[src/rtl/hdmi_packet_pkg.sv]
// hdmi_packet_pkg
//   Shared definitions for the HDMI sink-side packet demultiplexer:
//   data-island packet type codes, the subpacket container type, the
//   audio FSM state encoding and the InfoFrame checksum helper.
package hdmi_packet_pkg;

  localparam logic [7:0] PKT_NULL         = 8'h00;
  localparam logic [7:0] PKT_ACR          = 8'h01;
  localparam logic [7:0] PKT_AUDIO_SAMPLE = 8'h02;
  localparam logic [7:0] PKT_AVI_IF       = 8'h82;
  localparam logic [7:0] PKT_AUDIO_IF     = 8'h84;

  // Subpacket k, byte SBn = sub[k][8n+7:8n]
  typedef logic [55:0] subpacket_t;

  typedef enum logic {
    ST_IDLE   = 1'b0,
    ST_UNPACK = 1'b1
  } demux_state_e;

  // 8-bit sum of HB0..HB2 and all 28 subpacket bytes; a valid packet sums to 0.
  function automatic logic [7:0] packet_checksum(input logic [23:0]      header,
                                                 input subpacket_t [3:0] sub);
    logic [7:0] sum;
    sum = header[7:0] + header[15:8] + header[23:16];
    for (int k = 0; k < 4; k++) begin
      for (int b = 0; b < 7; b++) begin
        sum = sum + sub[k][8*b +: 8];
      end
    end
    return sum;
  endfunction

endpackage

[src/rtl/packet_demux_if.sv]
// packet_demux_if
//   Bundles the packet input bus (packet_valid/ecc_ok/header/sub) and the
//   audio sample stream (audio_valid/audio_ready/audio_sample_word/
//   audio_frame_start).
//   master : packet source and audio consumer (drives packets and ready)
//   slave  : the demultiplexer (receives packets, drives the audio stream)
interface packet_demux_if
  import hdmi_packet_pkg::*;
#(
  parameter int AUDIO_BIT_WIDTH = 16
);
  logic                              packet_valid;
  logic                              ecc_ok;
  logic [23:0]                       header;
  subpacket_t [3:0]                  sub;
  logic                              audio_valid;
  logic                              audio_ready;
  logic [1:0][AUDIO_BIT_WIDTH-1:0]   audio_sample_word;
  logic                              audio_frame_start;

  modport master (
    output packet_valid, ecc_ok, header, sub, audio_ready,
    input  audio_valid, audio_sample_word, audio_frame_start
  );

  modport slave (
    input  packet_valid, ecc_ok, header, sub, audio_ready,
    output audio_valid, audio_sample_word, audio_frame_start
  );
endinterface

[src/rtl/audio_sample_fifo.sv]
// audio_sample_fifo
//   Single-clock first-word-fall-through FIFO for stereo audio samples.
//   Ports: clk_pixel, reset_n (async active-low), push_i/data_i write side,
//   pop_i/head_o read side, full_o/empty_o status. A push while full is
//   accepted only when a pop happens in the same cycle.
module audio_sample_fifo #(
  parameter int WIDTH = 33,
  parameter int DEPTH = 8
) (
  input  logic             clk_pixel,
  input  logic             reset_n,
  input  logic             push_i,
  input  logic [WIDTH-1:0] data_i,
  input  logic             pop_i,
  output logic [WIDTH-1:0] head_o,
  output logic             full_o,
  output logic             empty_o
);
  localparam int AW = $clog2(DEPTH);

  logic [WIDTH-1:0] mem_q [DEPTH];
  logic [AW:0]      wr_ptr_q, rd_ptr_q;
  logic             do_push, do_pop;

  assign empty_o = (wr_ptr_q == rd_ptr_q);
  assign full_o  = (wr_ptr_q[AW] != rd_ptr_q[AW]) &&
                   (wr_ptr_q[AW-1:0] == rd_ptr_q[AW-1:0]);
  assign do_pop  = pop_i && !empty_o;
  assign do_push = push_i && (!full_o || do_pop);

  // Head forced to 0 when empty so the output is defined out of reset.
  assign head_o = empty_o ? '0 : mem_q[rd_ptr_q[AW-1:0]];

  always_ff @(posedge clk_pixel or negedge reset_n) begin
    if (!reset_n) begin
      wr_ptr_q <= '0;
      rd_ptr_q <= '0;
    end else begin
      if (do_push) wr_ptr_q <= wr_ptr_q + 1'b1;
      if (do_pop)  rd_ptr_q <= rd_ptr_q + 1'b1;
    end
  end

  always_ff @(posedge clk_pixel) begin
    if (do_push) mem_q[wr_ptr_q[AW-1:0]] <= data_i;
  end
endmodule

[src/rtl/packet_demux.sv]
// packet_demux
//   Sink-side data-island packet dispatcher. One assembled packet per
//   packet_valid strobe is decoded by HB0: audio samples go to a FWFT FIFO,
//   ACR yields cts/n, AVI and Audio InfoFrames update captured fields after
//   a checksum test, and ECC failures are counted.
//   Ports: clk_pixel, reset_n, bus (packet_demux_if.slave), acr_update, cts,
//   n, video_id_code, audio_channel_count, audio_sample_freq,
//   infoframe_error, ecc_error_count, overflow, and parity_error when
//   AUDIO_PARITY_CHECK_EN is defined (per-channel P bit check; failing
//   channels are pushed as zero).
//
//   state     | meaning
//   ST_IDLE   | waiting for a packet; all packet types decoded here
//   ST_UNPACK | pushing one present subpacket per cycle, lowest k first
module packet_demux
  import hdmi_packet_pkg::*;
#(
  parameter int AUDIO_BIT_WIDTH = 16,
  parameter int FIFO_DEPTH      = 8
) (
  input  logic                 clk_pixel,
  input  logic                 reset_n,
  packet_demux_if.slave        bus,
  output logic                 acr_update,
  output logic [19:0]          cts,
  output logic [19:0]          n,
  output logic [6:0]           video_id_code,
  output logic [2:0]           audio_channel_count,
  output logic [2:0]           audio_sample_freq,
  output logic                 infoframe_error,
  output logic [15:0]          ecc_error_count,
`ifdef AUDIO_PARITY_CHECK_EN
  output logic                 parity_error,
`endif
  output logic                 overflow
);
  localparam int W = AUDIO_BIT_WIDTH;

  demux_state_e     state_q, state_d;
  subpacket_t [3:0] sub_q, sub_d;
  logic [3:0]       mask_q, mask_d;
  logic [3:0]       bflag_q, bflag_d;

  logic             acr_update_q, if_err_q, overflow_q;
  logic [19:0]      cts_q, n_q;
  logic [6:0]       vic_q;
  logic [2:0]       ch_q, freq_q;
  logic [15:0]      ecc_cnt_q;

  logic [7:0]       hb0, hb1, hb2;
  logic             accept, accept_idle, checksum_ok;
  logic [1:0]       cur_k;
  subpacket_t       cur_sub;
  logic [23:0]      left24, right24;
  logic [W-1:0]     left_s, right_s;
  logic             push, pop, fifo_full, fifo_empty;
  logic [2*W:0]     fifo_head;
  logic             unused_cur_bits;

  assign hb0         = bus.header[7:0];
  assign hb1         = bus.header[15:8];
  assign hb2         = bus.header[23:16];
  assign accept      = bus.packet_valid && bus.ecc_ok;
  assign accept_idle = accept && (state_q == ST_IDLE);
  assign checksum_ok = (packet_checksum(bus.header, bus.sub) == 8'h00);

  // Lowest present subpacket is the one pushed this cycle.
  always_comb begin
    cur_k = 2'd0;
    for (int k = 3; k >= 0; k--) begin
      if (mask_q[k]) cur_k = k[1:0];
    end
  end

  assign cur_sub = sub_q[cur_k];
  assign left24  = cur_sub[23:0];
  assign right24 = cur_sub[47:24];
  assign unused_cur_bits = ^cur_sub;

`ifdef AUDIO_PARITY_CHECK_EN
  logic par_ok_l, par_ok_r;
  // SB6 = {P_R, C_R, U_R, V_R, P_L, C_L, U_L, V_L}
  assign par_ok_l     = (cur_sub[51] == ^{left24,  cur_sub[50:48]});
  assign par_ok_r     = (cur_sub[55] == ^{right24, cur_sub[54:52]});
  assign left_s       = par_ok_l ? left24[23 -: W]  : '0;
  assign right_s      = par_ok_r ? right24[23 -: W] : '0;
  assign parity_error = push && !(par_ok_l && par_ok_r);
`else
  assign left_s  = left24[23 -: W];
  assign right_s = right24[23 -: W];
`endif

  always_comb begin
    state_d = state_q;
    sub_d   = sub_q;
    mask_d  = mask_q;
    bflag_d = bflag_q;
    push    = 1'b0;
    case (state_q)
      ST_IDLE: begin
        if (accept && hb0 == PKT_AUDIO_SAMPLE && !hb1[4] && hb1[3:0] != 4'd0) begin
          state_d = ST_UNPACK;
          sub_d   = bus.sub;
          mask_d  = hb1[3:0];
          bflag_d = hb2[3:0];
        end
      end
      ST_UNPACK: begin
        push   = 1'b1;
        mask_d = mask_q & (mask_q - 4'd1);
        if (mask_d == 4'd0) state_d = ST_IDLE;
      end
      default: state_d = ST_IDLE;
    endcase
  end

  assign pop = !fifo_empty && bus.audio_ready;

  audio_sample_fifo #(
    .WIDTH (2*W + 1),
    .DEPTH (FIFO_DEPTH)
  ) u_fifo (
    .clk_pixel (clk_pixel),
    .reset_n   (reset_n),
    .push_i    (push),
    .data_i    ({bflag_q[cur_k], right_s, left_s}),
    .pop_i     (pop),
    .head_o    (fifo_head),
    .full_o    (fifo_full),
    .empty_o   (fifo_empty)
  );

  assign bus.audio_valid       = !fifo_empty;
  assign bus.audio_frame_start = fifo_head[2*W];
  assign bus.audio_sample_word = fifo_head[2*W-1:0];

  always_ff @(posedge clk_pixel or negedge reset_n) begin
    if (!reset_n) begin
      state_q      <= ST_IDLE;
      sub_q        <= '0;
      mask_q       <= '0;
      bflag_q      <= '0;
      acr_update_q <= 1'b0;
      if_err_q     <= 1'b0;
      overflow_q   <= 1'b0;
      cts_q        <= '0;
      n_q          <= '0;
      vic_q        <= '0;
      ch_q         <= '0;
      freq_q       <= '0;
      ecc_cnt_q    <= '0;
    end else begin
      state_q      <= state_d;
      sub_q        <= sub_d;
      mask_q       <= mask_d;
      bflag_q      <= bflag_d;
      acr_update_q <= 1'b0;
      if_err_q     <= 1'b0;
      if (bus.packet_valid && !bus.ecc_ok && ecc_cnt_q != 16'hFFFF)
        ecc_cnt_q <= ecc_cnt_q + 16'd1;
      // Lost sample (full, no simultaneous pop) or packet arriving mid-unpack.
      if ((push && fifo_full && !pop) || (accept && state_q == ST_UNPACK))
        overflow_q <= 1'b1;
      if (accept_idle) begin
        case (hb0)
          PKT_ACR: begin
            cts_q        <= {bus.sub[0][11:8],  bus.sub[0][23:16], bus.sub[0][31:24]};
            n_q          <= {bus.sub[0][35:32], bus.sub[0][47:40], bus.sub[0][55:48]};
            acr_update_q <= 1'b1;
          end
          PKT_AVI_IF: begin
            if (checksum_ok) vic_q <= bus.sub[0][38:32];
            else             if_err_q <= 1'b1;
          end
          PKT_AUDIO_IF: begin
            if (checksum_ok) begin
              ch_q   <= bus.sub[0][10:8];
              freq_q <= bus.sub[0][20:18];
            end else begin
              if_err_q <= 1'b1;
            end
          end
          PKT_NULL: ;
          default: ;
        endcase
      end
    end
  end

  assign acr_update          = acr_update_q;
  assign cts                 = cts_q;
  assign n                   = n_q;
  assign video_id_code       = vic_q;
  assign audio_channel_count = ch_q;
  assign audio_sample_freq   = freq_q;
  assign infoframe_error     = if_err_q;
  assign ecc_error_count     = ecc_cnt_q;
  assign overflow            = overflow_q;
endmodule

[src/flat_wrapper.sv]
// flat-port wrapper written by rule: the top's interface ports become plain ports
module packet_demux_flat import hdmi_packet_pkg::*;
#(
  parameter int AUDIO_BIT_WIDTH = 16,
  parameter int FIFO_DEPTH      = 8
)
  (clk_pixel, reset_n, acr_update, cts, n, video_id_code, audio_channel_count, audio_sample_freq, infoframe_error, ecc_error_count, overflow, bus_packet_valid, bus_ecc_ok, bus_header, bus_sub, bus_audio_ready, bus_audio_valid, bus_audio_sample_word, bus_audio_frame_start);
  packet_demux_if #(.AUDIO_BIT_WIDTH(AUDIO_BIT_WIDTH)) bus_i ();
  input  logic clk_pixel;
  input  logic reset_n;
  output logic acr_update;
  output logic [19:0] cts;
  output logic [19:0] n;
  output logic [6:0] video_id_code;
  output logic [2:0] audio_channel_count;
  output logic [2:0] audio_sample_freq;
  output logic infoframe_error;
  output logic [15:0] ecc_error_count;
  output logic overflow;
  input wire logic [$bits(bus_i.packet_valid)-1:0] bus_packet_valid;
  input wire logic [$bits(bus_i.ecc_ok)-1:0] bus_ecc_ok;
  input wire logic [$bits(bus_i.header)-1:0] bus_header;
  input wire logic [$bits(bus_i.sub)-1:0] bus_sub;
  input wire logic [$bits(bus_i.audio_ready)-1:0] bus_audio_ready;
  output wire logic [$bits(bus_i.audio_valid)-1:0] bus_audio_valid;
  output wire logic [$bits(bus_i.audio_sample_word)-1:0] bus_audio_sample_word;
  output wire logic [$bits(bus_i.audio_frame_start)-1:0] bus_audio_frame_start;
  assign bus_i.packet_valid = bus_packet_valid;
  assign bus_i.ecc_ok = bus_ecc_ok;
  assign bus_i.header = bus_header;
  assign bus_i.sub = bus_sub;
  assign bus_i.audio_ready = bus_audio_ready;
  assign bus_audio_valid = bus_i.audio_valid;
  assign bus_audio_sample_word = bus_i.audio_sample_word;
  assign bus_audio_frame_start = bus_i.audio_frame_start;
  packet_demux #(.AUDIO_BIT_WIDTH(AUDIO_BIT_WIDTH), .FIFO_DEPTH(FIFO_DEPTH)) u_core (.clk_pixel(clk_pixel), .reset_n(reset_n), .bus(bus_i), .acr_update(acr_update), .cts(cts), .n(n), .video_id_code(video_id_code), .audio_channel_count(audio_channel_count), .audio_sample_freq(audio_sample_freq), .infoframe_error(infoframe_error), .ecc_error_count(ecc_error_count), .overflow(overflow));
endmodule
[config.mk]
export PLATFORM = sky130hd
export DESIGN_NAME = packet_demux_flat
export DESIGN_NICKNAME = d
export VERILOG_FILES = /design/src/rtl/hdmi_packet_pkg.sv /design/src/rtl/packet_demux_if.sv /design/src/rtl/audio_sample_fifo.sv /design/src/rtl/packet_demux.sv /design/src/flat_wrapper.sv
export SDC_FILE = /design/constraint.sdc
export NUM_CORES = 1
export LEC_CHECK = 0
export ABC_AREA = 0
export BUFFER_PORTS_ARGS = -buffer_cell sky130_fd_sc_hd__clkbuf_2
export CORE_MARGIN = 2
export CORE_UTILIZATION = 35
export DETAILED_ROUTE_END_ITERATION = 8
export SETUP_SLACK_MARGIN = 0.2
export SLEW_MARGIN = 20
export SYNTH_ARGS = -nofsm -noshare
export SYNTH_HDL_FRONTEND = slang
export SYNTH_SLANG_ARGS = --single-unit
[constraint.sdc]
create_clock -name clk_pixel -period 4.22 [get_ports clk_pixel]
set_input_delay 0.422 -clock clk_pixel [delete_from_list [all_inputs] [get_ports clk_pixel]]
set_output_delay 0.422 -clock clk_pixel [all_outputs]
set_load 0.005 [all_outputs]
==> results of run 1 <==
## cells by family after synthesis
group	Yosys count	share of synthesized area, %
buf+inv	208	3.31
mux	282	17.5
simple gates	240	4.26
fa+ha+maj	204	16.0
xor+xnor	87	3.23
flops	481	55.2
compound gates	20	0.527
## power groups by stage
| stage | Sequential (mW) | Combinational [mW] | Clock [mW] |
|---|---|---|---|
| after floorplan | 5.16 | 11.7 | 0 |
| after global placement | 5.18 | 17.4 | 0 |
| after detailed placement | 5.19 | 17.6 | 0 |
| after CTS | 5.09 | 18.5 | 4.41 |
| after global routing | 5.10 | 20.3 | 4.60 |
| final | 5.09 | 18.7 | 4.32 |
## worst register-to-register path: stages (launching register included)
cell and delay [ns]:
dfrtp_1 0.48, o21ai_4 0.82, buf_4 0.54, mux4_2 0.75
## cells in the mapped netlist (all sizes together) (3+ instances only)
cell type	count	share of area [%]
nor2b	3	0.078
a21o	3	0.093
clkbuf	33	0.51
and3	6	0.16
inv	151	2.3
nand3	18	0.41
a21oi	6	0.12
xnor2	73	2.7
nand2	139	2.2
nand2b	5	0.13
o21ai	3	0.062
ha	26	1.3
nor4	3	0.078
nor3	5	0.12
fa	177	15
xor2	13	0.47
mux2	146	6.8
edfxtp	264	33
nor2	51	0.79
buf	24	0.46
mux2i	38	1.6
mux4	98	9.1
o21bai	3	0.093
dfrtp	217	22
## sequential cells by signal, indices dropped and copies added (netlist names), 4 cells and up
register                count
u_core.bflag_q              4
u_core.cts                 20
u_core.ecc_error_count     16
u_core.mask_q               4
u_core.n                   20
u_core.sub_q              128
u_core.u_fifo.mem_q       264
u_core.u_fifo.rd_ptr_q      4
u_core.u_fifo.wr_ptr_q      4
u_core.video_id_code        7
## path summary, 6_finish.rpt
kind                                  startpoint                          to  slack [ns]
worst max-delay path                 bus_sub[98]     u_core.video_id_code[1]       -2.12
worst min-delay path                 bus_sub[30]               u_core.cts[6]        0.04
worst max register to register  u_core.mask_q[2]  u_core.u_fifo.mem_q[3][29]        1.36
worst min register to register    u_core.cts[17]              u_core.cts[17]        0.47
max in group asynchronous                reset_n              u_core.cts[16]        2.79
min in group asynchronous                reset_n   u_core.ecc_error_count[6]        0.45
## repair_timing
item | 4_1_cts | 5_1_grt
gates cloned | 0 | 0
pin swaps | 13 | 20
hold buffers | 1 | 0
setup endpoints to repair | 14 | 14
buffers inserted | 2 | 2
hold endpoints to repair | 98 | 0
resized for setup | 13 | 6
## cell usage in the layout, fill, tap and decap left out, drive strengths merged, types with 4 or more instances in the layout
cell / n
clkbuf: 421
edfxtp: 264
dfrtp: 217
fa: 177
buf: 154
inv: 152
mux2: 146
nand2: 139
mux4: 98
xnor2: 73
nor2: 51
mux2i: 38
ha: 26
clkinv: 22
nand3: 18
xor2: 13
and3: 6
a21oi: 6
nand2b: 5
nor3: 5
diode: 4
## per-stage QoR
stage | instances | hold slack (ns) | util [%]
finish | 3002 | 0.0441 | 43.7
floorplan | 1522 | 0.126 | -
detailed placement | 2902 | 0.455 | 41.2
CTS | 2996 | 0.0185 | 43.6
global placement | 2902 | 0.449 | 41.2
global route | 2998 | 0.0411 | 43.6
## per-layer routing
layer  vias to the layer above  wire [µm]
met4                        14       1230
met1                      7596      31600
met2                       434      37100
li1                       6307          -
met5                         -         93
met3                        81       4980
## layout make-up
| cell class | count | area, µm² | share of cell area (%) |
|---|---|---|---|
| inverter | 151 | 567 | 1.89 |
| tap | 931 | 1160 | 3.89 |
| clock inverter | 26 | 246 | 0.823 |
| antenna | 4 | 10.0 | 0.0334 |
| timing repair buffer | 511 | 3050 | 10.2 |
| multi-input combinational | 833 | 10200 | 34.1 |
| sequential | 481 | 13400 | 44.6 |
| clock buffer | 65 | 1350 | 4.50 |
==> flow_summary.yaml, run 1 <==
grt:
  grt_pass1_wl_um: 109000
  top_usage_layer: "met2"
  grt_pass1_vias: 15700
  grt_util_met1_pct: 28.1
  grt_use_total_pct: 21.4
  grt_max_degree: 102
  overflow: 0
  use_met2_pct: 36.4
  antenna_found_initial: 13
  met3_usage_pct: 5.31
floorplan:
  rows: 96
  die_area_mm2: 0.0713
  start_util_pct: 35.3
  core-area_mm2: 0.0686
  die_h_um: 267
  ios: 359
  die_w_um: 267
clock_tree:
  numClockSinks: 481
  cts_tree: "built"
  cts_buffers: 50
  root_buffer: "clkbuf_16"
  ctsHtreeMaxLevel: 2
  cts.clk_slew.worst_paths_ns: 0.06
  clock_latency_ns: 0.62
  cts_buffer_depth: 3
power:
  comb_power_share_pct: 66.5
  pwr-share-clk_pct: 15.4
  p_switching_mw: 10.8
  internal_power_mw: 17.2
  power_frac_seq_pct: 18.2
  total_power_mw: 28.1
  powerDensity_mw_per_mm2: 937
  ir_drop_mv: 3.76
  leakagePower_nw: 13.2
  swShare_pct: 38.7
worst_setup_path:
  cp-start-kind: "input pin"
  crit_type: "in2reg"
  crit_path_max_fanout: 7
  crit_family: "adder cells"
  endpoint_kind: "flop"
  worstPathRequired_ns: 4.69
  cp.depth: 19
  cp_cell_sequence: "clkbuf_2 > fa_2 > inv_1 > fa_1 > fa_1 > fa_1 > fa_1 > fa_1 > fa_1 > inv_1 > fa_1 > ha_2 > inv_2 > fa_1 > or4b_4 > nor4_4 > buf_4 > nand3_4 > mux2_4"
  cp_slowest_cell: "fa_2"
  crit_path_max_incr_delay_ns: 0.58
  crit_arrival_ns: 6.81
  critPathMostFrequentCell: "fa_1"
  crit_buf_inv: 5
  reg2regPathDepth: 3
sta:
  post-route-min-period_ns: 6.34
  slew_headroom_pct: 28.8
  final.setup_skew_ns: 0.0450
  max_freq_mhz: 158
  finalCritPeriodShare_pct: 150
  finalSetupTns_ns: -28.79
  worst_slew_pin_slew_ns: 1.07
  final_hold_viol_count: 0
  slew_viol_final: 0
  finalSetupViolations: 14
  setup_slack_ns: -2.12
  grt_setup_unrepaired: "yes"
placed_design:
  dpl_cell_area_mm2: 0.0282
  finalWeightedCongestion: 0.922
  dp_hpwl_um: 58400
  dp_slack_ns: -2.87
  io_buffers: 358
logic_synthesis:
  async_flop_share_pct: 45.1
  yosysWarningCount: 0
  seq_area_frac_synth_pct: 55.2
  syn_nets: 1978
  synth_edf_count: 264
  synth_cell_types: 45
  ys.flop_type: "edfxtp_1"
  ys_seq_elements: 481
  syn_area_mm2: 0.0242
  synth_cells: 1522
  postSynthAreaPerCell_um2: 15.9
route:
  wire_per_inst_um: 25.0
  ant_nets: 0
  drcViolationCount: 0
  routed_via_density: 4.81
  vias: 14400
  drt_pass1_iterations: 5
  drtIter0Drc: 838
  drt_wl_total_um: 75000
finish:
  postLayoutCellArea_mm2: 0.0299
  fill_cells: 6325
  nets: 2484
  drive_gt1_share_pct: 41.9
  syn_to_final_growth_pct: 23.7
min_path:
  min_path_type: "in2reg"
  min_path_cells: 3
run:
  cap_viol_max_count: 0
run_status:
  violations: "negative setup slack"
  status: "complete, but fails checks"
(Power assumes the default switching activity.)
==> inputs of run 2 (changes only) <==
--- a/config.mk
+++ b/config.mk
@@ -10,6 +10,7 @@
 export CORE_MARGIN = 2
 export CORE_UTILIZATION = 35
 export DETAILED_ROUTE_END_ITERATION = 8
+export REMOVE_ABC_BUFFERS = 1
 export SETUP_SLACK_MARGIN = 0.2
 export SLEW_MARGIN = 20
 export SYNTH_ARGS = -nofsm -noshare
==> flow_summary.yaml, run 2 (same netlist as run 1, synthesis figures left out) <==
worst_setup_path:
  regToRegSetupSlack_ns: 1.04
  crit_arrival_ns: 6.91
  r2r_end: "u_core.u_fifo.mem_q[2][25]"
  worstPathRequired_ns: 4.71
  crit_type: "in2reg"
  cp-start-kind: "input pin"
  reg2regPathDepth: 7
  reg2reg_from: "u_core.u_fifo.wr_ptr_q[0]"
  endpoint_kind: "flop"
  crit_path_max_fanout: 7
floorplan:
  start_util_pct: 35.3
  die_area_mm2: 0.0713
  die_h_um: 267
  core-area_mm2: 0.0686
  ios: 359
  rows: 96
  die_w_um: 267
run_status:
  violations: "negative setup slack"
  status: "complete, but fails checks"
finish:
  mostFrequentLayoutCells: "353 x clkbuf_2, 264 x edfxtp_1, 214 x dfrtp_1, 169 x fa_1, 140 x inv_1"
  final_common_cell: "clkbuf_2"
  largest_reg_flops: 264
  syn_to_final_growth_pct: 24.0
  post-route-util_pct: 43.8
  postLayoutCellArea_mm2: 0.0300
  fill_cells: 6251
  drive_gt1_share_pct: 41.2
  multi_input_area_mm2: 0.0103
  regArea_mm2: 0.0134
  nets: 2449
route:
  drcViolationCount: 0
  ant_nets: 0
  routed_via_density: 4.80
  wire_per_inst_um: 23.9
  drt_wl_total_um: 71000
  drtIter0Drc: 1066
  drt_pass1_iterations: 5
  vias: 14300
clock_tree:
  root_buffer: "clkbuf_16"
  clock_latency_ns: 0.62
  cts.clk_slew.worst_paths_ns: 0.06
  cts_tree: "built"
  cts_buffer_depth: 3
  ctsHtreeMaxLevel: 2
  cts_buffers: 55
  numClockSinks: 481
placed_design:
  dp_slack_ns: -3.19
  dp_hpwl_um: 52800
  dpl_cell_area_mm2: 0.0279
  io_buffers: 358
  finalWeightedCongestion: 0.851
min_path:
  hold_end: "u_core.sub_q[187]"
  min_path_type: "in2reg"
  min_path_cells: 2
  min-delay-start: "bus_sub[187]"
grt:
  grt_use_total_pct: 20.4
  grt_pass1_vias: 15700
  antenna_found_initial: 11
  grt_pass1_wl_um: 104000
  overflow: 0
  grt_max_degree: 94
sta:
  finalCritPeriodShare_pct: 152
  slew_headroom_pct: 24.9
  slew_viol_final: 0
  max_freq_mhz: 156
  final_hold_viol_count: 0
  final.setup_skew_ns: 0.0195
  finalSetupTns_ns: -30.03
  grt_setup_unrepaired: "yes"
  worst_slew_pin_slew_ns: 1.12
  post-route-min-period_ns: 6.42
  setup_slack_ns: -2.20
  finalSetupViolations: 14
run:
  cap_viol_max_count: 0
power:
  powerDensity_mw_per_mm2: 997
  ir_drop_mv: 3.00
  leakagePower_nw: 13.2
-- run 2: cell count changes in the layout (fill, tap and decap cells not counted), moves of 4 or more --
cell	previous run	this run
mux2_2	143	139
buf_6	1	5
fa_1	165	169
nor2_2	6	0
clkbuf_16	50	57
fa_2	12	8
bufinv_16	2	7
clkinv_2	11	6
buf_4	145	103
clkinvlp_4	1	6
nor2_4	1	7
inv_2	5	11
inv_1	146	140
-- run 2: worst max path at each step --
stage,startpoint,slack [ns],to
after floorplan,bus_sub[194],-2.77,u_core.audio_channel_count[2]
after global placement,bus_sub[194],-3.16,u_core.audio_sample_freq[2]
after detailed placement,bus_sub[194],-3.19,u_core.audio_sample_freq[2]
after CTS,bus_sub[163],-2.16,u_core.video_id_code[1]
after global routing,bus_sub[187],-2.27,u_core.video_id_code[2]
final,bus_sub[187],-2.20,u_core.video_id_code[0]
-- run 2: report_power, final --
group / total, mW / leakage [nW] / internal [mW] / switching, mW
logic: 19.9 / 6.84 / 10.3 / 9.54
registers: 5.10 / 5.44 / 5.02 / 0.0821
clock network: 4.97 / 0.901 / 2.95 / 2.02
-- run 2: area by class of cell --
type	instances	area share, %
Clock inverter	33	1.30
Antenna cell	4	0.0333
Inverter	151	1.89
Tap cell	931	3.88
Sequential cell	481	44.5
Clock buffer	71	4.99
Timing Repair Buffer	471	9.23
Multi-Input combinational cell	833	34.2
-- run 2: metal layers --
metal  track usage [%]  part of all wire [%]  up-vias
met2              32.4                    48      406
met3              5.40                   6.9      102
met5                 0                  0.12        -
li1                  -                     -     6258
met4              5.13                   2.1       12
met1              27.8                    43     7503
-- run 2: metrics by stage --
step	hold slack (ns)	total power, mW	instances
after floorplan	0.126	17.1	1465
after global placement	0.451	22.7	2861
after detailed placement	0.455	23.0	2861
after CTS	0.0113	29.0	2969
after global routing	0.0202	31.7	2974
final	0.0404	29.9	2975
-- run 2: repair_timing --
item	in CTS	in global routing
hold endpoints to repair	81	0
pin swaps	32	30
buffers inserted	2	2
resized for setup	25	22
gates cloned	0	0
hold buffers	2	0
setup endpoints to repair	16	14
-- run 2: critical path: stages --
cell	delay, ns
buf_6	0.10
fa_2	0.59
inv_2	0.05
fa_2	0.66
fa_1	0.44
buf_4	0.15
fa_1	0.48
fa_1	0.57
fa_1	0.43
fa_1	0.52
fa_1	0.46
buf_4	0.17
fa_1	0.53
or4b_4	0.47
nor4_4	0.15
buf_4	0.18
nand3_4	0.08
buf_12	0.15
mux2_4	0.29
